File: src/rtl/pong_pkg.sv
`default_nettype none
// ============================================================================
// Module      : pong_pkg
// Description : Phase/winner encodings, default frame constants and the
//               serve-digit helper shared with the overlay/HUD logic.
// Revision    : 1.0 - initial release
// ============================================================================
package pong_pkg;

    localparam logic [2:0] c_PH_IDLE  = 3'd0;
    localparam logic [2:0] c_PH_CLEAR = 3'd1;
    localparam logic [2:0] c_PH_SERVE = 3'd2;
    localparam logic [2:0] c_PH_PLAY  = 3'd3;
    localparam logic [2:0] c_PH_POINT = 3'd4;
    localparam logic [2:0] c_PH_PAUSE = 3'd5;
    localparam logic [2:0] c_PH_OVER  = 3'd6;

    localparam logic [1:0] c_WIN_NONE  = 2'b00;
    localparam logic [1:0] c_WIN_LEFT  = 2'b01;
    localparam logic [1:0] c_WIN_RIGHT = 2'b10;

    localparam int c_DEF_WIN_SCORE    = 7;
    localparam int c_DEF_SERVE_FRAMES = 120;
    localparam int c_DEF_POINT_FRAMES = 60;
    localparam int c_DEF_OVER_FRAMES  = 300;

    // Serve digit 3/2/1 by thirds; the integer-division remainder lands on digit 1.
    function automatic logic [1:0] serveDigit(input logic [8:0] count, input logic [8:0] third);
        logic [1:0] digit;
        if (count < third)
            digit = 2'd3;
        else if (count < (third << 1))
            digit = 2'd2;
        else
            digit = 2'd1;
        return digit;
    endfunction

endpackage
`default_nettype wire

File: src/rtl/pong_edge_detect.sv
`default_nettype none
// ============================================================================
// Module      : pong_edge_detect
// Description : Registered rising-edge detector for one board button.
// Revision    : 1.0 - initial release
// ============================================================================
module pong_edge_detect (
    input  logic clock,
    input  logic reset,
    input  logic btn,
    output logic rise
);

    logic r_prev;

    always_ff @(posedge clock) begin
        if (!reset) begin
            r_prev <= 1'b0;
            rise   <= 1'b0;
        end else begin
            r_prev <= btn;
            rise   <= btn & ~r_prev;
        end
    end

endmodule
`default_nettype wire

File: src/rtl/pong_match_sequencer.sv
`default_nettype none
// ============================================================================
// Module      : pong_match_sequencer
// Description : Match-level phase controller driving the Pong core's reset,
//               enable and serve inputs from buttons and score feedback.
// Revision    : 1.0 - initial release
// ============================================================================
module pong_match_sequencer
    import pong_pkg::*;
#(
    parameter int WIN_SCORE    = c_DEF_WIN_SCORE,
    parameter int SERVE_FRAMES = c_DEF_SERVE_FRAMES,
    parameter int POINT_FRAMES = c_DEF_POINT_FRAMES,
    parameter int OVER_FRAMES  = c_DEF_OVER_FRAMES
) (
    input  logic       clock,
    input  logic       reset,
    input  logic       startBtn,
    input  logic       pauseBtn,
    input  logic       escape,
    input  logic [3:0] leftScore,
    input  logic [3:0] rightScore,
    output logic       gameReset,
    output logic       gameEnable,
    output logic       gameStart,
    output logic [2:0] phase,
    output logic [1:0] countdown,
    output logic [1:0] winner
);

    localparam logic [3:0] c_WIN_SCORE  = 4'(WIN_SCORE);
    localparam logic [8:0] c_SERVE_LAST = 9'(SERVE_FRAMES - 1);
    localparam logic [8:0] c_POINT_LAST = 9'(POINT_FRAMES - 1);
    localparam logic [8:0] c_OVER_LAST  = 9'(OVER_FRAMES - 1);
    localparam logic [8:0] c_THIRD      = 9'(SERVE_FRAMES / 3);

    logic       w_startEdge;
    logic       w_pauseEdge;
    logic [2:0] r_state;
    logic [8:0] r_count;
    logic [3:0] r_prevLeft;
    logic [3:0] r_prevRight;

    logic [2:0] w_next;
    logic [1:0] w_winnerNext;
    logic [8:0] w_countNext;
    logic       w_scored;
    logic       w_leftWins;
    logic       w_rightWins;

    pong_edge_detect u_startEdge (
        .clock (clock),
        .reset (reset),
        .btn   (startBtn),
        .rise  (w_startEdge)
    );

    pong_edge_detect u_pauseEdge (
        .clock (clock),
        .reset (reset),
        .btn   (pauseBtn),
        .rise  (w_pauseEdge)
    );

    assign phase = r_state;

    // Only an increase counts as a point; decreases just resync the shadow scores.
    assign w_scored    = (leftScore > r_prevLeft) || (rightScore > r_prevRight);
    assign w_leftWins  = (leftScore >= c_WIN_SCORE);
    assign w_rightWins = (rightScore >= c_WIN_SCORE);

    always_comb begin
        w_next       = r_state;
        w_winnerNext = winner;
        if (escape) begin
            w_next = c_PH_IDLE;
            if (r_state != c_PH_IDLE)
                w_winnerNext = c_WIN_NONE;
        end else begin
            case (r_state)
                c_PH_IDLE: begin
                    if (w_startEdge) begin
                        w_next       = c_PH_CLEAR;
                        w_winnerNext = c_WIN_NONE;
                    end
                end
                c_PH_CLEAR: begin
                    w_next       = c_PH_SERVE;
                    w_winnerNext = c_WIN_NONE;
                end
                c_PH_SERVE: begin
                    if (r_count >= c_SERVE_LAST)
                        w_next = c_PH_PLAY;
                end
                c_PH_PLAY: begin
                    if (w_scored) begin
                        if (w_leftWins) begin
                            w_next       = c_PH_OVER;
                            w_winnerNext = c_WIN_LEFT;
                        end else if (w_rightWins) begin
                            w_next       = c_PH_OVER;
                            w_winnerNext = c_WIN_RIGHT;
                        end else begin
                            w_next = c_PH_POINT;
                        end
                    end else if (w_pauseEdge) begin
                        w_next = c_PH_PAUSE;
                    end
                end
                c_PH_POINT: begin
                    if (r_count >= c_POINT_LAST)
                        w_next = c_PH_SERVE;
                end
                c_PH_PAUSE: begin
                    if (w_pauseEdge)
                        w_next = c_PH_PLAY;
                end
                c_PH_OVER: begin
                    if (w_startEdge || (r_count >= c_OVER_LAST))
                        w_next = c_PH_IDLE;
                end
                default: begin
                    w_next       = c_PH_IDLE;
                    w_winnerNext = c_WIN_NONE;
                end
            endcase
        end
    end

    // Cleared on every state entry, frozen in PAUSE, saturates instead of wrapping.
    always_comb begin
        if (w_next != r_state)
            w_countNext = 9'd0;
        else if ((r_state == c_PH_PAUSE) || (r_count == 9'h1FF))
            w_countNext = r_count;
        else
            w_countNext = r_count + 9'd1;
    end

    always_ff @(posedge clock) begin
        if (!reset) begin
            r_state     <= c_PH_IDLE;
            r_count     <= 9'd0;
            r_prevLeft  <= 4'd0;
            r_prevRight <= 4'd0;
            gameReset   <= 1'b1;
            gameEnable  <= 1'b0;
            gameStart   <= 1'b0;
            countdown   <= 2'd0;
            winner      <= c_WIN_NONE;
        end else begin
            r_state <= w_next;
            r_count <= w_countNext;
            if (r_state == c_PH_CLEAR) begin
                r_prevLeft  <= 4'd0;
                r_prevRight <= 4'd0;
            end else begin
                r_prevLeft  <= leftScore;
                r_prevRight <= rightScore;
            end
            gameReset  <= (w_next == c_PH_IDLE) || (w_next == c_PH_CLEAR);
            // Enable follows the serve pulse by one cycle rather than coinciding with it.
            gameEnable <= (r_state == c_PH_PLAY) && (w_next == c_PH_PLAY);
            gameStart  <= (r_state == c_PH_SERVE) && (w_next == c_PH_PLAY);
            countdown  <= (w_next == c_PH_SERVE) ? serveDigit(w_countNext, c_THIRD) : 2'd0;
            winner     <= w_winnerNext;
        end
    end

endmodule
`default_nettype wire

File: config.mk
export PLATFORM = sky130hd
export DESIGN_NAME = pong_match_sequencer
export DESIGN_NICKNAME = d
export VERILOG_FILES = /design/src/rtl/pong_pkg.sv /design/src/rtl/pong_edge_detect.sv /design/src/rtl/pong_match_sequencer.sv
export SDC_FILE = /design/constraint.sdc
export NUM_CORES = 1
export LEC_CHECK = 0
export BUFFER_PORTS_ARGS = -buffer_cell sky130_fd_sc_hd__buf_2
export CAP_MARGIN = 15
export CORE_MARGIN = 4
export CORE_UTILIZATION = 30
export DETAILED_ROUTE_END_ITERATION = 10
export PLACE_DENSITY_LB_ADDON = 0.2
export SYNTH_ARGS = -nofsm -noshare
export SYNTH_HDL_FRONTEND = slang
export SYNTH_SLANG_ARGS = --single-unit
File: constraint.sdc
create_clock -name clock -period 3.2 [get_ports clock]
set_clock_uncertainty 0.2 [all_clocks]
set_input_delay 0.32 -clock clock [delete_from_list [all_inputs] [get_ports clock]]
set_output_delay 0.32 -clock clock [all_outputs]
set_load 0.005 [all_outputs]
==> results of run 1 <==
-- layer usage --
layer	up-vias	global-route usage (%)
met5	-	0
met4	0	4.88
met3	9	3.12
met2	27	19.5
met1	740	16.0
li1	809	-
-- layout make-up --
cell class,instances,share of cell area (%)
Multi-Input combinational cell,158,52.6
Sequential cell,31,28.9
Timing Repair Buffer,24,5.82
Tap cell,75,4.37
Clock buffer,6,3.84
Inverter,16,2.80
Clock inverter,2,1.63
-- cells by family (layout without fill, tap and decap cells) --
group	after synthesis	in the layout	share of synthesized area [%]
and+or+nand+nor	85	85	25.2
AOI/OAI and AO/OA	51	51	22.5
DFF	31	31	33.0
buffers and inverters	26	48	6.85
adders and majority gates	10	10	6.65
xor gates and xnor gates	9	9	4.19
muxes	3	3	1.60
-- where the power goes --
group,internal (mW),total [mW],switching [mW]
combinational,0.0390,0.0916,0.0526
sequential,0.397,0.406,0.00902
clock,0.252,0.404,0.152
total,0.688,0.901,0.214
-- registers in the layout, indices dropped and copies added (netlist names) --
register / count
u_pauseEdge.rise: 1
countdown: 2
u_pauseEdge.r_prev: 1
r_count: 9
phase: 3
gameReset: 1
u_startEdge.rise: 1
gameEnable: 1
winner: 2
u_startEdge.r_prev: 1
r_prevRight: 4
r_prevLeft: 4
gameStart: 1
-- critical path, delay by kind of cell, from the launching register on --
family                     cells  cell delay, ns
AOI/OAI and AO/OA              2            0.43
adders and majority gates      2            0.55
DFF                            1            0.39
muxes                          2            0.50
and+or+nand+nor                4            0.67
-- final timing paths --
kind                      start            endpoint  slack, ns  cells past startpoint
min                    pauseBtn  u_pauseEdge.r_prev       0.06                      2
max reg2reg          r_count[0]        countdown[0]       0.39                     10
max                  r_count[0]        countdown[0]       0.39                     10
min reg2reg  u_pauseEdge.r_prev    u_pauseEdge.rise       0.18                      1
-- layout by cell type (no fill, tap or decap), types with 3 or more instances in the layout --
cell type,count
nor4_1,3
nor2_1,21
xor2_1,4
ha_1,10
mux2i_1,3
dfxtp_1,31
and2_1,11
a21oi_1,11
xnor2_1,5
and3_1,4
nand3_1,7
clkbuf_8,6
inv_1,15
buf_2,22
nand2_1,16
o21ai_0,7
nor2b_1,4
==> metrics, run 1 <==
Detail Placement HPWL=3200 µm; WHS=0.0556 ns; Leak=0.847 nW; nets=259; Post-Syn Instances=215; CTS buffer count=5; YS warnings=0; mapped cell area=0.00188 mm²; floorplan core area=0.00599 mm²; vias=1585; count leader, synth=dfxtp_1; Ports=23; Inst Count DP=304; Rel. slew slack=56.6%; Final min period=2.81 ns; Synth cell types=58; # fillers=646; first-pass GRT wire length=7330 µm; Non-Filler Instances=312; Util after Layout=35.9%; status=finished, final reports clean; die area=0.00760 mm²; total clock sinks=31; maximum clock frequency=356 MHz; FF/Latch Area=621 µm²; top layer in use=met4; CP Class=reg -> reg; antenna violations before repair=0; total global-route track usage=12.3%; worst-skew pair later-pin latency=0.28 ns; CP peak stage delay=0.39 ns; die width=87.2 µm; crit path cell chain=ha_1 > nand3_1 > nor2_1 > and3_1 > ha_1 > nor2_2 > mux2i_1 > a21boi_1 > mux2i_1 > o2111a_1; CTS root buf=clkbuf_8; worst-path maximum fanout=7; final worst-path setup slack=0.390 ns; clk buf depth=2; met3 routed WL=160 µm; Setup TNS=0 ns; Critical Path End Type=register; RSZ-0062 raised after global routing=false; min-delay worst type=in -> reg; # resized after CTS=0; max-slew violation count=0; number of core rows=28; fraction of layout cells with a size suffix above 1=21.1%; largest net degree at the start of global routing=17; crit share post-route=87.8%; total overflow reported by the global router=0; Initial Utilization=31.4%; post-route cell area=0.00215 mm²; post-synth top area cell=dfxtp_1; TritonRoute pass-1 iters=4; WL met2=1890 µm; total power=0.901 mW; Startpoint Class=register; Max-cap violations=0; CTS tree=yes; vias per cell=5.08; Yosys reg bits=31; M1 wire length=2160 µm; port buffer count=22; # DRC=0; CTS H-Tree Depth=2; vias in the first global route=1551; routability cong.=0.819; ys async rst share=0%; sequential fraction of the synthesis area=33.0%; diodes inserted=0; Synth top area share=33.0%; wire per inst=13.8 µm; main area contributors after synthesis=dfxtp_1 (33%), ha_1 (6.7%), nor2_1 (4.2%); Worst Path Required=3.23 ns; Synthesized Nets=238; Synth top cells by count=dfxtp_1 (31), nor2_1 (21), nand2_1 (16); Vert. Die Dim=87.2 µm; initial drt markers=49; Setup-failing EPs final=0; Avg Cell Area, Syn=8.75 µm²; antenna-violating nets left=0; maximum VDD drop=195 µV; Critical Path AT=2.84 ns; Placement Cell Area=0.00203 mm²; total power density per cell area=420 mW/mm²; EDFF count, synth=0; slowest CP cell=dfxtp_1; Area Overhead vs Synth=14.2%; pre-CTS setup slack=0.334 ns; hold_buf cts=0; final hold vios=0; Post-CTS Setup Repair Bufs=0; area of the multi-input gates=0.00113 mm²; clk slew on worst S/H paths=0.07 ns; Main synth FF type=dfxtp_1; drt total wl=4290 µm; Worst Tran Pin Value=0.646 ns
(Power assumes the default switching activity.)
==> inputs of run 2 (changes only) <==
- CORE_ASPECT_RATIO: default -> 1.2
==> metrics, run 2 (synthesis gave the netlist of run 1 again) <==
status=finished, final reports clean; WHS=0.0502 ns (-0.00546 ns); Setup TNS=0 ns (unchanged); Leak=0.837 nW (-1.2%); Most flops, register=r_count; CTS H-Tree Depth=2 (unchanged); die width=80.3 µm (-7.9%); Critical Path End Type=register; Largest register FFs=9 (unchanged); FF/Latch Area=621 µm² (unchanged); Max-cap violations=0 (unchanged); Detail Placement HPWL=3180 µm (-0.75%); Placement Cell Area=0.00205 mm² (+1.2%); fraction of layout cells with a size suffix above 1=21.8% (+0.66 points); Worst Tran Pin Value=0.642 ns (-0.00312 ns); # fillers=671 (+3.9%); total clock sinks=31 (unchanged); Worst Path Required=3.24 ns (about the same); crit share post-route=89.2% (+1.4 points); Non-Filler Instances=321 (+2.9%); total overflow reported by the global router=0 (unchanged); worst-skew pair later-pin latency=0.29 ns (about the same); TritonRoute pass-1 iters=4 (unchanged); Final min period=2.85 ns (+0.0437 ns); Startpoint Class=register; Post-CTS Setup Repair Bufs=0 (unchanged); CTS buffer count=5 (unchanged); diodes inserted=0 (unchanged); Area Overhead vs Synth=14.2% (about the same); CP Class=reg -> reg; floorplan core area=0.00605 mm² (+1.0%); Critical Path AT=2.89 ns (+0.05 ns); pre-CTS setup slack=0.375 ns (+0.0412 ns); number of core rows=31 (+11%); Initial Utilization=31.1% (-0.31 points); hold_buf cts=0 (unchanged); worst-path maximum fanout=7 (unchanged); first-pass GRT wire length=7340 µm (about the same); total global-route track usage=12.4% (+0.031 points); largest net degree at the start of global routing=17 (unchanged); Largest regs=r_count: 9 flops, r_prevLeft: 4 flops, r_prevRight: 4 flops; max-slew violation count=0 (unchanged); vias=1564 (-1.3%); # DRC=0 (unchanged); vias per cell=4.87 (-4.1%); drt total wl=4270 µm (-0.42%); area of the multi-input gates=0.00113 mm² (unchanged); Rel. slew slack=57.0% (+0.38 points); port buffer count=22 (unchanged); antenna-violating nets left=0 (unchanged); die area=0.00760 mm² (about the same); min-delay worst type=in -> reg; RSZ-0062 raised after global routing=false; total power density per cell area=385 mW/mm² (-8.2%); nets=261 (+0.77%); Vert. Die Dim=94.7 µm (+8.7%); post-route cell area=0.00215 mm² (about the same); total power=0.827 mW (-8.3%); antenna violations before repair=0 (unchanged); CTS tree=yes; commonest non-fill, non-tap cells in the layout=dfxtp_1 (31), buf_2 (22), nor2_1 (21); routability cong.=0.800 (-2.4%); CTS root buf=clkbuf_8; Ports=23 (unchanged); Setup-failing EPs final=0 (unchanged); clk slew on worst S/H paths=0.08 ns (about the same); Util after Layout=35.5% (-0.38 points); maximum VDD drop=215 µV (+10%); final worst-path setup slack=0.346 ns (-0.0437 ns); clk buf depth=2 (unchanged); wire per inst=13.3 µm (-3.2%); most common cell after layout, fill and taps aside=dfxtp_1; Inst Count DP=313 (+3.0%); final hold vios=0 (unchanged); # resized after CTS=0 (unchanged); vias in the first global route=1573 (+1.4%); initial drt markers=39 (-20%); maximum clock frequency=350 MHz (-1.5%)
[run 2: changes by cell type in the layout (fill, tap and decap cells not counted)]
cell,change
inv_6,+1
buf_4,+2
clkinv_2,-1
a21boi_0,+1
a21boi_1,-1
clkinvlp_4,+2
bufinv_16,-1
clkbuf_8,-1
[run 2: layer usage]
metal	global-route usage, %	part of all wire (%)	vias up
met5	0	0	-
met3	2.96	3.5	4
met1	15.7	48	722
met4	4.37	1.2	0
li1	-	-	816
met2	20.4	47	22
[run 2: worst max-delay path, cell delays in order, from the launching register on]
cell and delay, ns:
dfxtp_1 0.39, ha_1 0.28, nand3_1 0.11, nor2_1 0.07, and3_1 0.19, ha_1 0.26
nor2_2 0.30, mux2i_1 0.30, a21boi_0 0.31, mux2i_1 0.23, o2111a_1 0.18
[run 2: final timing paths]
path | startpoint | to | slack [ns] | cells after the start
worst min register to register | u_startEdge.r_prev | u_startEdge.rise | 0.18 | 1
worst max-delay path | r_count[0] | countdown[0] | 0.35 | 10
worst min-delay path | startBtn | u_startEdge.r_prev | 0.05 | 2
worst max register to register | r_count[0] | countdown[0] | 0.35 | 10
[run 2: layout make-up]
cell class | instances | area share (%)
sequential | 31 | 28.9
inverter | 16 | 2.80
clock buffer | 5 | 3.21
tap | 82 | 4.78
timing repair buffer | 26 | 6.53
multi-input combinational | 158 | 52.7
clock inverter | 3 | 1.11
[run 2: report_power, final]
part | internal (mW) | switching, mW | leakage [nW]
logic | 0.0398 | 0.0531 | 0.543
clock network | 0.155 | 0.173 | 0.0408
registers | 0.397 | 0.00878 | 0.253
==> inputs of run 3 (changes only) <==
==> constraint.sdc (replaced) <==
create_clock -name clock -period 3.2 [get_ports clock]
set_clock_uncertainty 0.2 [all_clocks]
set_input_delay 0.64 -clock clock [delete_from_list [all_inputs] [get_ports clock]]
set_output_delay 0.64 -clock clock [all_outputs]
set_load 0.005 [all_outputs]
==> metrics, run 3 (synthesis gave the netlist of run 1 again) <==
TritonRoute pass-1 iters=4 (unchanged); RSZ-0062 raised after global routing=false; CP Class=reg -> reg; Startpoint Class=register; antenna violations before repair=0 (unchanged); most common cell after layout, fill and taps aside=dfxtp_1; first-pass GRT wire length=7390 µm (+0.65%); CTS tree=yes; CTS buffer count=5 (unchanged); max-slew violation count=0 (unchanged); Inst Count DP=314 (+0.32%); Setup TNS=0 ns (unchanged); vias per cell=4.98 (+2.2%); total global-route track usage=12.5% (+0.12 points); Largest register FFs=9 (unchanged); vias=1604 (+2.6%); total overflow reported by the global router=0 (unchanged); total power density per cell area=412 mW/mm² (+7.0%); port buffer count=22 (unchanged); die width=80.3 µm (unchanged); crit share post-route=89.6% (+0.37 points); pre-CTS setup slack=0.276 ns (-0.0988 ns); Largest regs=r_count: 9 flops, r_prevLeft: 4 flops, r_prevRight: 4 flops; maximum VDD drop=261 µV (+21%); status=finished, final reports clean; diodes inserted=0 (unchanged); # DRC=0 (unchanged); routability cong.=0.786 (-1.7%); initial drt markers=75 (+92%); Worst Path Required=3.24 ns (about the same); worst-skew pair later-pin latency=0.30 ns (about the same); WHS=0.184 ns (+0.133 ns); Leak=0.859 nW (+2.7%); final worst-path setup slack=0.334 ns (-0.0120 ns); Non-Filler Instances=322 (+0.31%); # fillers=652 (-2.8%); final hold vios=0 (unchanged); total clock sinks=31 (unchanged); Max-cap violations=0 (unchanged); nets=262 (+0.38%); die area=0.00760 mm² (unchanged); Placement Cell Area=0.00206 mm² (+0.37%); antenna-violating nets left=0 (unchanged); Setup-failing EPs final=0 (unchanged); floorplan core area=0.00605 mm² (unchanged); min-delay worst type=reg -> reg; number of core rows=31 (unchanged); CTS H-Tree Depth=2 (unchanged); Vert. Die Dim=94.7 µm (unchanged); commonest non-fill, non-tap cells in the layout=dfxtp_1 (31), buf_2 (22), nor2_1 (21); Critical Path End Type=register; Detail Placement HPWL=3140 µm (-1.1%); clk buf depth=2 (unchanged); Area Overhead vs Synth=15.6%; hold_buf cts=0 (unchanged); Most flops, register=r_count; drt total wl=4220 µm (-1.1%); Util after Layout=35.9% (+0.45 points); worst-path maximum fanout=7 (unchanged); largest net degree at the start of global routing=17 (unchanged); total power=0.896 mW (+8.4%); vias in the first global route=1579 (+0.38%); Ports=23 (unchanged); maximum clock frequency=349 MHz (-0.42%); clk slew on worst S/H paths=0.07 ns (about the same); Final min period=2.87 ns (+0.0120 ns); CTS root buf=clkbuf_8; wire per inst=13.1 µm (-1.5%); Rel. slew slack=57.3% (+0.36 points); post-route cell area=0.00217 mm² (+1.3%); Worst Tran Pin Value=0.637 ns (-0.00535 ns); Initial Utilization=31.1% (unchanged); fraction of layout cells with a size suffix above 1=22.1% (+0.33 points); Critical Path AT=2.91 ns (+0.02 ns)
[run 3: changes by cell type in the layout (fill, tap and decap cells not counted)]
| cell | before | now |
|---|---|---|
| a21boi_0 | 1 | 0 |
| a21boi_1 | 0 | 1 |
| buf_4 | 4 | 5 |
| bufinv_16 | 0 | 1 |
| clkinv_2 | 0 | 1 |
| clkinv_4 | 0 | 1 |
| clkinvlp_4 | 2 | 0 |
| inv_6 | 1 | 0 |
[run 3: where the power goes]
part	leakage [nW]	total, mW	internal, mW	switching (mW)
Combinational	0.548	0.0952	0.0413	0.0539
Clock	0.0581	0.397	0.232	0.165
Sequential	0.253	0.404	0.397	0.00735
[run 3: area by class of cell]
cell class	count	area (µm²)	area share, %
clock buffer	5	68.8	3.16
clock inverter	3	43.8	2.01
inverter	16	60.1	2.76
multi-input combinational	158	1130	52.0
sequential	31	621	28.5
tap	82	103	4.72
timing repair buffer	27	148	6.79
[run 3: final timing paths]
check / startpoint / to / slack (ns) / cells after the start
hold / removal: u_startEdge.r_prev / u_startEdge.rise / 0.18 / 1
setup / recovery: r_count[1] / countdown[0] / 0.33 / 10
hold reg to reg: u_startEdge.r_prev / u_startEdge.rise / 0.18 / 1
setup reg to reg: r_count[1] / countdown[0] / 0.33 / 10
[run 3: what timing repair did]
action / 4_1_cts / 5_1_grt
setup endpoints to repair: 0 / 1
gates resized for setup: 0 / 1
buffers inserted: 0 / 0
[run 3: layer usage]
layer  part of all wire, %  track usage (%)  up-vias
met3                   5.1             3.15        7
met2                    46             19.8       41
li1                      -                -      817
met4                   2.1             5.49        0
met1                    47             15.9      739
met5                     0                0        -
[run 3: worst max-delay path: stages (launching register included)]
cell      delay (ns)
dfxtp_1         0.47
ha_1            0.30
nand3_1         0.11
nor2_1          0.19
and3_1          0.18
ha_1            0.29
nor2_2          0.14
mux2i_1         0.25
a21boi_1        0.26
mux2i_1         0.23
o2111a_1        0.18
